## src/rtl/seq_pkg.sv

```systemverilog
// seq_pkg -- shared types and constants for the program sequencer.
//   seqState_t  : sequencer FSM state encoding
//   haltOpcode  : halt instruction value (all ones) for a given instruction width
package seq_pkg;

   typedef enum logic [1:0] {
      IDLE = 2'd0,
      ARM  = 2'd1,
      RUN  = 2'd2,
      DONE = 2'd3
   } seqState_t;

   // Returned 32 bits wide; callers size-cast to their instruction width.
   function automatic logic [31:0] haltOpcode(input int instrW);
      if (instrW >= 32) return '1;
      return (32'd1 << instrW) - 32'd1;
   endfunction

endpackage

```

## src/rtl/seq_next_pc.sv

```systemverilog
// seq_next_pc -- combinational next-PC selection for a retiring instruction.
//   ProgCtr  in  PC_W  current program counter
//   Jump     in  1     absolute branch, wins over BranchEn
//   BranchEn in  1     relative branch, taken when Zero=1
//   Zero     in  1     ALU zero flag
//   Target   in  PC_W  absolute target or two's-complement offset
//   NextPc   out PC_W  selected next program counter
// Halt handling is not done here: a halt freezes the PC in the FSM.
module seq_next_pc #(
   parameter int PC_W = 10
) (
   input  logic [PC_W-1:0] ProgCtr,
   input  logic            Jump,
   input  logic            BranchEn,
   input  logic            Zero,
   input  logic [PC_W-1:0] Target,
   output logic [PC_W-1:0] NextPc
);

   // Additions wrap modulo 2^PC_W; a negative offset is just a large Target.
   always_comb begin
      NextPc = ProgCtr + PC_W'(1);
      if (Jump)
         NextPc = Target;
      else if (BranchEn && Zero)
         NextPc = ProgCtr + Target;
   end

endmodule

```

## src/rtl/prog_sequencer.sv

```systemverilog
// prog_sequencer -- program sequencer: PC control, cycle/instruction counters,
// start/abort/done handshake and optional watchdog.
//   Clk         in  1        clock, posedge
//   Reset       in  1        async reset, active-low
//   Start       in  1        level request: arm/restart program
//   Stall       in  1        hold PC this cycle
//   Instruction in  INSTR_W  current instruction (all ones = halt)
//   Jump        in  1        absolute branch enable
//   BranchEn    in  1        relative branch enable, taken when Zero=1
//   Zero        in  1        ALU zero flag
//   Target      in  PC_W     absolute target or relative offset
//   ProgCtr     out PC_W     program counter
//   Ack         out 1        program done
//   Busy        out 1        running
//   CycleCt     out CNT_W    cycles spent running (saturating)
//   InstrCt     out CNT_W    instructions retired (saturating)
//   Timeout     out 1        watchdog fired
// Build option: define SEQ_WATCHDOG_EN to compile in the watchdog, which ends
// a run once CycleCt reaches WDOG_LIMIT. Undefined: Timeout is tied low.
//
// state | meaning
// IDLE  | after reset, waiting for Start
// ARM   | Start seen: PC and counters held at their start values
// RUN   | executing, one instruction retired per unstalled cycle
// DONE  | halted or timed out, results held until next Start
module prog_sequencer
   import seq_pkg::*;
#(
   parameter int              PC_W       = 10,
   parameter int              INSTR_W    = 9,
   parameter int              CNT_W      = 16,
   parameter logic [PC_W-1:0] START_ADDR = '0,
   parameter int              WDOG_LIMIT = 1000
) (
   input  logic               Clk,
   input  logic               Reset,
   input  logic               Start,
   input  logic               Stall,
   input  logic [INSTR_W-1:0] Instruction,
   input  logic               Jump,
   input  logic               BranchEn,
   input  logic               Zero,
   input  logic [PC_W-1:0]    Target,
   output logic [PC_W-1:0]    ProgCtr,
   output logic               Ack,
   output logic               Busy,
   output logic [CNT_W-1:0]   CycleCt,
   output logic [CNT_W-1:0]   InstrCt,
   output logic               Timeout
);

   localparam logic [INSTR_W-1:0] HALT_OP = INSTR_W'(haltOpcode(INSTR_W));
   localparam logic [CNT_W-1:0]   CNT_MAX = '1;

   // A limit the cycle counter can never reach would silently disable the watchdog.
   if (WDOG_LIMIT < 1 || WDOG_LIMIT >= (1 << CNT_W)) begin : gBadWdogLimit
      $error("prog_sequencer: WDOG_LIMIT must be in 1 .. 2^CNT_W-1");
   end

   seqState_t        state;
   logic             isHalt;
   logic [PC_W-1:0]  nextPc;
   logic [CNT_W-1:0] cycleInc;
   logic [CNT_W-1:0] instrInc;

   assign isHalt   = (Instruction == HALT_OP);
   assign cycleInc = (CycleCt == CNT_MAX) ? CycleCt : CycleCt + CNT_W'(1);
   assign instrInc = (InstrCt == CNT_MAX) ? InstrCt : InstrCt + CNT_W'(1);

   seq_next_pc #(.PC_W(PC_W)) uNextPc (
      .ProgCtr  (ProgCtr),
      .Jump     (Jump),
      .BranchEn (BranchEn),
      .Zero     (Zero),
      .Target   (Target),
      .NextPc   (nextPc)
   );

`ifdef SEQ_WATCHDOG_EN
   logic timeoutQ;
   logic wdogHit;

   assign wdogHit = (CycleCt >= CNT_W'(WDOG_LIMIT));
   assign Timeout = timeoutQ;

   always_ff @(posedge Clk or negedge Reset) begin
      if (!Reset)
         timeoutQ <= 1'b0;
      else if (Start)
         timeoutQ <= 1'b0;
      else if (state == RUN && wdogHit)
         timeoutQ <= 1'b1;
   end
`else
   logic wdogHit;

   assign wdogHit = 1'b0;
   assign Timeout = 1'b0;
`endif

   always_ff @(posedge Clk or negedge Reset) begin
      if (!Reset) begin
         state   <= IDLE;
         ProgCtr <= START_ADDR;
         CycleCt <= '0;
         InstrCt <= '0;
         Ack     <= 1'b0;
         Busy    <= 1'b0;
      end else if (Start) begin
         // Start wins in every state, including an abort from RUN.
         state   <= ARM;
         ProgCtr <= START_ADDR;
         CycleCt <= '0;
         InstrCt <= '0;
         Ack     <= 1'b0;
         Busy    <= 1'b0;
      end else begin
         case (state)
            IDLE: begin
               ProgCtr <= START_ADDR;
               Ack     <= 1'b0;
               Busy    <= 1'b0;
            end
            ARM: begin
               state <= RUN;
               Busy  <= 1'b1;
            end
            RUN: begin
               if (wdogHit) begin
                  state <= DONE;
                  Busy  <= 1'b0;
                  Ack   <= 1'b1;
               end else if (Stall) begin
                  CycleCt <= cycleInc;
               end else if (isHalt) begin
                  // Halt is not retired and leaves the PC on the halt word.
                  state   <= DONE;
                  Busy    <= 1'b0;
                  Ack     <= 1'b1;
                  CycleCt <= cycleInc;
               end else begin
                  ProgCtr <= nextPc;
                  CycleCt <= cycleInc;
                  InstrCt <= instrInc;
               end
            end
            DONE: begin
               Ack  <= 1'b1;
               Busy <= 1'b0;
            end
            default: begin
               state <= IDLE;
               Ack   <= 1'b0;
               Busy  <= 1'b0;
            end
         endcase
      end
   end

endmodule

```

## config.mk

```make
export PLATFORM = sky130hd
export DESIGN_NAME = prog_sequencer
export DESIGN_NICKNAME = d
export VERILOG_FILES = /design/src/rtl/seq_pkg.sv /design/src/rtl/seq_next_pc.sv /design/src/rtl/prog_sequencer.sv
export SDC_FILE = /design/constraint.sdc
export NUM_CORES = 1
export LEC_CHECK = 0
export ABC_AREA = 0
export BUFFER_PORTS_ARGS = -buffer_cell sky130_fd_sc_hd__buf_2
export CAP_MARGIN = 20
export CORE_UTILIZATION = 58
export DETAILED_ROUTE_END_ITERATION = 12
export GPL_TIMING_DRIVEN = 0
export HOLD_SLACK_MARGIN = 0.02
export PLACE_DENSITY = 0.92
export SLEW_MARGIN = 20
export SYNTH_ARGS = -nofsm -noshare
export SYNTH_HDL_FRONTEND = slang
export SYNTH_SLANG_ARGS = --single-unit
```

## constraint.sdc

```tcl
create_clock -name Clk -period 3.2 [get_ports Clk]
set_input_delay 0.48 -clock Clk [delete_from_list [all_inputs] [get_ports Clk]]
set_output_delay 0.48 -clock Clk [all_outputs]
set_load 0.005 [all_outputs]
```

Word-level counts from Yosys, hierarchy flattened
Cells that the tools add are included.
{"block": "classes", "n_eq_ne": 13, "add_sub_neg": 4, "mux": 26, "n_reduce_logical": 13}
{"operator": "16-bit 2-to-1 mux", "n": 8}
{"operator": "10-bit 2-to-1 mux", "n": 5}
{"operator": "16-bit by 1-bit adder with 16-bit output (second input constant)", "n": 2}
{"operator": "16-bit == test (second input constant)", "n": 2}
{"operator": "10-bit case mux with 2 select lines", "n": 1}
{"operator": "10-bit by 1-bit adder with 10-bit output (second input constant)", "n": 1}
{"operator": "10-bit adder", "n": 1}
{"operator": "9-bit == test (second input constant)", "n": 1}
{"operator": "3-bit inequality test (second input constant)", "n": 3}
{"operator": "3-bit AND reduction", "n": 3}
{"operator": "2-bit inequality test (second input constant)", "n": 4}
{"operator": "1-bit 2-to-1 mux", "n": 6}
{"operator": "2-bit 2-to-1 mux", "n": 3}
{"operator": "1-bit case mux with 3 select lines", "n": 2}
{"operator": "3-bit nonzero test", "n": 2}
{"operator": "2-bit == test (second input constant)", "n": 2}
{"operator": "2-bit case mux with 2 select lines", "n": 1}
{"operator": "2-bit AND reduction", "n": 2}
{"operator": "4-bit AND reduction", "n": 1}
{"operator": "4-bit nonzero test", "n": 1}
{"operator": "2-bit by 1-bit == test with 1-bit output (second input constant)", "n": 1}
{"operator": "2-bit zero test", "n": 1}
{"operator": "2-bit nonzero test", "n": 1}
{"operator": "2-bit OR reduction", "n": 1}
{"operator": "1-bit logical AND", "n": 1}
{"block": "totals", "out_inout_bits": 45, "in_bits": 26, "register_bits": 46, "elab_cells": 62}

Logic depth before layout (Yosys ltp)
Gate-level depths: netlist of run 1.
{"block": "depth", "ltp_word": 7, "ltp_mapped": 10, "depth_no_buf": 9}

By module
A second synthesis of run 1 with hierarchy kept.
{"block": "unflattened", "hier_cells": 353, "hier_area_um2": 3121.7}
{"module": "prog_sequencer", "cells_each": 270, "area_per_inst_um2": 2517.4, "seq_area_each_um2": 1151.1, "n_inst": 1}
{"module": "seq_next_pc", "cells_each": 83, "area_per_inst_um2": 604.3, "seq_area_each_um2": 0.0, "n_inst": 1}

Worst setup path after synthesis of run 1
OpenSTA, ideal clock, no wires.
{"block": "synth_timing", "kind": "input -> register", "startpoint": "in BranchEn", "endpoint": "reg ProgCtr[9]", "setup_time_ps": 129, "cell_stages": 9, "n_path_buf": 1, "slack_ps": 724, "required_time_ps": 3071, "t_arrival_ps": 2347, "path_cell_list": "clkbuf_1 > and3_1 > ha_1 > a211o_1 > a211o_1 > a41oi_1 > nor3_1 > nor4b_1 > o21ai_1"}
{"block": "synth_via", "elab_chain_len": 7}
{"element": "start: declaration", "line": "prog_sequencer.sv:41", "text": "input logic BranchEn,"}
{"element": "1-bit logical AND", "line": "seq_next_pc.sv:25", "text": "else if (BranchEn && Zero)"}
{"element": "10-bit 2-to-1 mux", "line": "seq_next_pc.sv:25"}
{"element": "10-bit 2-to-1 mux", "line": "seq_next_pc.sv:23", "text": "if (Jump)"}
{"element": "10-bit 2-to-1 mux", "line": "prog_sequencer.sv:135", "text": "end else if (isHalt) begin"}
{"element": "10-bit 2-to-1 mux", "line": "prog_sequencer.sv:133", "text": "end else if (Stall) begin"}
{"element": "10-bit case mux with 2 select lines", "line": "prog_sequencer.sv:118", "text": "case (state)"}
{"element": "10-bit 2-to-1 mux", "line": "prog_sequencer.sv:109", "text": "end else if (Start) begin"}
{"element": "end signal: assignment", "line": "prog_sequencer.sv:142", "text": "ProgCtr <= nextPc;"}
{"element": "end: declaration", "line": "prog_sequencer.sv:44", "text": "output logic [PC_W-1:0] ProgCtr,"}
Every way passes these cells. The select of a mux whose other input is x is not followed.
A chain may end at the register's enable or synchronous reset.

Final worst setup path of run 1
Same ends and word-level chain as after synthesis.

==> reports/metrics.cfg, run 1 <==
[power_and_ir_drop]
finalPower_uw=1360
p_leak_uw=0.00171
ir_worst_vdd_mv=0.329
power_density_mw_per_mm2=397

[finish]
layout_common_cells=70 x buf_2, 46 x dfrtp_1, 39 x nor2_1
finish.instance_area_sq_mm=0.00344
fillerInstances=384
layout_commonest_cell=buf_2
nNetsFinal=429
drive_above_1_share_pct=23.8
area_growth_pct=18.6
diodes=0

[die]
core_area_sq_mm=0.00475
rows=25
io_pins=71
die-area_sq_mm=0.00528
dieHeight_microns=72.7
start_util_pct=60.9
die_w_microns=72.7

[sta]
skew_ns=0.00889
setup_viol=0
worst_pin_slew_ns=0.620
max_freq_ghz=0.387
tns_ns=0
fin_hold_ws_ns=0.178
timing.final.crit_share_pct=80.8
rsz0062_at_grt=no
slew_viol_final=0
slew-limit-headroom_pct=58.2
hold_violations=0
fin_crit_ns=2.59

[synthesis]
syn_nets=353
synth_area_leaders=dfrtp_1 40%, ha_1 6.9%, nor2_1 5.1%
synth_area_leader_cell=dfrtp_1
synth-seq-cells=46
synth_cell_type_count=57
yosysWarnings=0
synth_async_sr_flop_share_pct=100
synth.top_cell.area_share_pct=39.7
synth_cells=310
synth_top_flop_cell=dfrtp_1
syn_avg_cell_area_sq_um=9.35
ys_seq_area_share_pct=39.7
syn_area_sq_mm=0.00290
synth_edf_count=0

[global_routing]
gr-usage-all-layers_pct=27.8
grt_pass1_vias=2586
antenna_found_initial=0
grt-ovfl-total=0
grt_max_degree=47
grt_pass1_wl_microns=11400

[detailed_routing]
drtIter0Drc=129
drt-vias-per-instance=5.81
num_vias=2638
drcViolationCount=0
wl_per_cell_microns=15.0
ant_nets=0
drt_wl_total_microns=6830
drt_first_pass_iters=4

[setup_path]
cp_max_fo=10
max_stage_delay_ns=0.32
worst_path_most_repeated_cell=a211o_1
crit_chain=buf_2 -> clkbuf_1 -> and3_1 -> ha_1 -> a211o_1 -> a211o_1 -> a41oi_1 -> nor3_1 -> nor4b_1 -> o21ai_1
slowest_stage=clkbuf_1
reg2reg_from=ProgCtr[5]$_DFFE_PN0P_
crit_family=compound AO/OA/AOI/OAI gates
endpoint_kind=flip-flop
required_ns=3.38
worstSetupPathType=input port to flip-flop
critPathLaunch=BranchEn
arrival_ns=2.77
critPathBufInv=2
setup.worst_path.start_class=input port

[run]
max_cap_violations=0

[clock_network]
cts_max_level=2
cts_setup_buffers=0
hold_buffers=0
clock-sinks=46
root_buffer=clkbuf_8
clk_latency_ns=0.30
clockBufferDepth=2
cts_tree=done
path_clk_slew_ns=0.09
cts_repair_resize_count=0
cts_inserted_buffers=5

[placed_design]
dpl_cell_area_sq_mm=0.00333
dpl.hpwl_microns=5040
io_buffers=69
place_congestion=0.906

[run_status]
status=complete, no violations

[min_path]
hold_path.class=input port to asynchronous set/reset pin

-- cell type report --
class                           instances  area, sq um  share of cell area (%)
Buffer                                 10         43.8                    1.27
Clock buffer                            7         76.3                    2.22
Clock inverter                          1         30.0                   0.874
Inverter                               11         41.3                    1.20
Multi-Input combinational cell        243         1660                    48.4
Sequential cell                        46         1150                    33.5
Tap cell                               67         83.8                    2.44
Timing Repair Buffer                   69          348                    10.1
-- synthesized netlist by cell type, types with 2 or more instances --
master    count
a211o_1       2
a211oi_1      2
a21oi_1      14
a22o_1        3
a32oi_1       3
and2_1        4
and3_1       11
and4_1        3
and4_4        2
buf_2         2
clkbuf_1      7
dfrtp_1      46
ha_1         16
inv_1         9
inv_2         2
mux2i_1       6
nand2_1      25
nand2b_1      4
nand3_1      14
nand3b_1      2
nand4_1       8
nor2_1       39
nor2b_1       2
nor3_1        5
nor4_1        2
o21a_1        2
o21ai_0       7
o21ai_1       7
o31ai_1       3
or3_1         2
xnor2_1      15
xor2_1       16
-- stage by stage --
step	utilization, %	std cells	worst slack, ns
2_1_floorplan	-	310	0.724
3_3_place_gp	70.0	446	0.394
3_5_place_dp	70.0	446	0.325
4_1_cts	72.2	454	0.640
5_1_grt	72.3	454	0.445
6_report	72.3	454	0.615
-- final timing paths --
check,endpoint,slack [ns],depth (start not counted)
worst min-delay path,InstrCt[7]$_DFFE_PN0P_,0.18,1
worst min register to register,ProgCtr[0]$_DFFE_PN0P_,0.54,2
worst max-delay path,ProgCtr[9]$_DFFE_PN0P_,0.61,10
worst max register to register,ProgCtr[9]$_DFFE_PN0P_,0.94,7
max in group asynchronous,state[1]$_DFFE_PN0P_,2.62,1
min in group Clk,ProgCtr[6]$_DFFE_PN0P_,0.45,3
-- cell families (layout without fill, tap and decap cells) --
group                    count (synthesis)  in the layout  share of synthesized area (%)
XOR/XNOR                                31             31                           9.37
adder cells (fa/ha/maj)                 17             17                           7.60
AO/OA/AOI/OAI                           57             57                           14.0
AND/OR/NAND/NOR                        131            131                           24.1
flip-flops                              46             46                           39.7
buffers and inverters                   21             98                           2.94
multiplexers                             6              6                           2.07
other                                    1              1                          0.129
-- metal layers --
layer  vias to the layer above  part of all wire, %  global-route usage [%]
met1                      1296                   43                    34.4
li1                       1256                    -                       -
met5                         -                    0                       0
met2                        78                   51                    49.6
met3                         8                  5.3                    4.42
met4                         0                 0.91                    8.71
-- registers in the layout, summed over array words and instances (netlist names) --
name and flops:
Ack 1, Busy 1, CycleCt 16, InstrCt 16, ProgCtr 10, state 2
-- worst reg2reg max path, cell delays in order (launching register included) --
cell and delay (ns):
dfrtp_1 0.41, ha_1 0.38, a211o_1 0.32, a211o_1 0.31
a41oi_1 0.25, nor3_1 0.09, nor4b_1 0.29, o21ai_1 0.11
-- report_power, final --
part / total [uW] / leakage, uW / switching (uW) / internal, uW
Combinational: 294 / 0.00102 / 174 / 119
Clock: 421 / 0.0000524 / 188 / 234
Sequential: 650 / 0.000635 / 34.0 / 616
Total: 1360 / 0.00171 / 396 / 968
Power figures use the tool's default switching activity.
==> inputs of run 2 (changes only) <==
ABC_AREA = 1   (was 0)
CORE_UTILIZATION = 50   (was 58)
PLACE_DENSITY = 0.83   (was 0.92)
clock period = 2.2 ns   (was 3.2 ns; I/O delays follow)
==> run 2 against run 1 <==
Cell count grew 45%. Wire length rose by 23%. Synthesized area up 18%. Die area grew 36%. Sequential power rose by 53%. The run now ends with design-rule violations left. Critical path depth shrank 4. Register-to-register slack worse by 0.68 ns. Via count increased by 35%. Setup slack worse by 0.35 ns. Combinational power increased by 74%. Count of clock-buffer cells in the layout shrank 2. Worst hold slack lost 0.16 ns. Critical path type is now flip-flop to flip-flop.
==> reports/metrics.cfg, run 2 <==
[run_status]
status=finished, violations left
violations=design-rule violations

[finish]
drive_above_1_share_pct=16.3
layout_common_cells=155 x nand2_1, 68 x buf_2, 65 x nor2_1
top_regs=CycleCt x16, InstrCt x16, ProgCtr x10
diodes=0
layoutNonFillerInstCount=660
finish.instance_area_sq_mm=0.00395
layout_commonest_cell=nand2_1
area_growth_pct=15.3
nNetsFinal=625

[clock_network]
clk_latency_ns=0.30
hold_buffers=0
clockBufferDepth=2
clock-sinks=46
cts_repair_resize_count=0
cts_tree=done
path_clk_slew_ns=0.09
cts_max_level=2
root_buffer=clkbuf_8
cts_inserted_buffers=5
cts_setup_buffers=0

[global_routing]
grt_max_degree=47
grt-ovfl-total=0
grt_pass1_vias=3307
gr-usage-all-layers_pct=24.7
grt_pass1_wl_microns=14400
antenna_found_initial=0

[die]
io_pins=71
dieHeight_microns=84.8
core_area_sq_mm=0.00649
die-area_sq_mm=0.00719
die_w_microns=84.8
start_util_pct=52.8
rows=29

[detailed_routing]
wl_per_cell_microns=12.7
num_vias=3568
drt_first_pass_iters=9
drt_wl_total_microns=8380
drtIter0Drc=184
drcViolationCount=8
drt-vias-per-instance=5.41
ant_nets=0

[setup_path]
cp_max_fo=10
endpoint_kind=flip-flop
regToRegEndpoint=ProgCtr[0]$_DFFE_PN0P_
reg2regPathDepth=6
reg2reg_slack_ns=0.26
worstSetupPathType=flip-flop to flip-flop
setup.worst_path.start_class=flip-flop
reg2reg_from=state[0]$_DFFE_PN0P_
arrival_ns=2.16
required_ns=2.42

[synthesis]
synth_common_cells=155 x nand2_1, 65 x nor2_1, 55 x nand3_1, 51 x inv_1, 46 x dfrtp_1
synth-seq-cells=46
synth_top_family_by_area=simple AND/OR/NAND/NOR gates
syn_area_sq_mm=0.00343
synthAdderAreaFrac_pct=6.42
synth.top_cell.area_share_pct=33.6
yosysWarnings=0
ys_seq_area_share_pct=33.6
synth_cell_type_count=28
synth_area_leader_cell=dfrtp_1
synth_cells=508
synth_area_leaders=dfrtp_1 34%, nand2_1 17%, nand3_1 8.0%
syn_nets=551
synthMuxAreaShare_pct=0
synth_edf_count=0
synth_top_flop_cell=dfrtp_1
syn_avg_cell_area_sq_um=6.75
synth_async_sr_flop_share_pct=100
synthXorXnorAreaFrac_pct=4.09
synth-compound-area-share_pct=9.01
yosysMostFrequentCell=nand2_1
yosys.area_share.simple_pct=38.9

[power_and_ir_drop]
finalPower_uw=2030
p_leak_uw=0.00204
ir_worst_vdd_mv=0.255
power_density_mw_per_mm2=513

[sta]
rsz0062_at_grt=no
setup_viol=0
hold_violations=0
skew_ns=0.0135
slew-limit-headroom_pct=36.6
worst_pin_slew_ns=0.952
slew_viol_final=0
timing.final.crit_share_pct=88.1
setup_slack_ns=0.261
max_freq_ghz=0.516
tns_ns=0
fin_crit_ns=1.94

[placed_design]
dp_cells=652
place_congestion=0.932
dpl_cell_area_sq_mm=0.00386
dpl.hpwl_microns=6370
io_buffers=67
dp_slack_ns=0.124

[run]
max_cap_violations=0

[min_path]
hold_path.class=input port to asynchronous set/reset pin

==> run 2: per-layer routing <==
layer | track usage (%) | up-vias | wire length, microns
met5 | 0 | - | 0
met4 | 10.5 | 0 | 181
met3 | 3.40 | 21 | 458
met2 | 42.1 | 122 | 3960
met1 | 31.6 | 1634 | 3780
li1 | - | 1791 | -
==> run 2: worst max path at each step <==
stage,startpoint,endpoint,slack (ns),depth (start not counted)
floorplan,BranchEn,ProgCtr[5]$_DFFE_PN0P_,0.51,10
global placement,BranchEn,ProgCtr[7]$_DFFE_PN0P_,0.17,12
detailed placement,BranchEn,ProgCtr[7]$_DFFE_PN0P_,0.12,12
CTS,state[0]$_DFFE_PN0P_,ProgCtr[1]$_DFFE_PN0P_,0.26,6
global route,state[0]$_DFFE_PN0P_,ProgCtr[0]$_DFFE_PN0P_,0.10,6
finish,state[0]$_DFFE_PN0P_,ProgCtr[0]$_DFFE_PN0P_,0.26,6
==> run 2: cell type report <==
cell class,count,area (sq um)
clock inverters,3,21.3
fillers,607,2540
multi-input cells,398,2010
repair buffers,67,338
plain buffers,13,81.3
well taps,77,96.3
flip-flops and latches,46,1150
clock buffers,5,68.8
inverters,51,191
==> run 2: cells by family after synthesis <==
kind of cell               Yosys count
AOI/OAI and AO/OA                   55
xor gates and xnor gates            16
adders and majority gates           17
buffers and inverters               64
DFF                                 46
other                                1
and+or+nand+nor                    309
==> run 2: metrics by stage <==
step	utilization, %	hold WS (ns)
floorplan	-	0.0344
global placement	59.4	0.495
global route	60.9	0.0709
finish	60.9	0.0200
detailed placement	59.4	0.495
CTS	60.8	0.241
==> run 2: power breakdown <==
part	internal, uW	leakage, uW	switching (uW)
Clock	224	0.0000441	297
Combinational	192	0.00137	321
Sequential	908	0.000632	85.6
==> run 2: critical path, cell delays in order (launching register included) <==
cell     delay, ns
dfrtp_1       0.45
inv_1         0.11
ha_1          0.20
inv_1         0.09
a21oi_1       0.74
nand3_1       0.15
o21ai_0       0.12
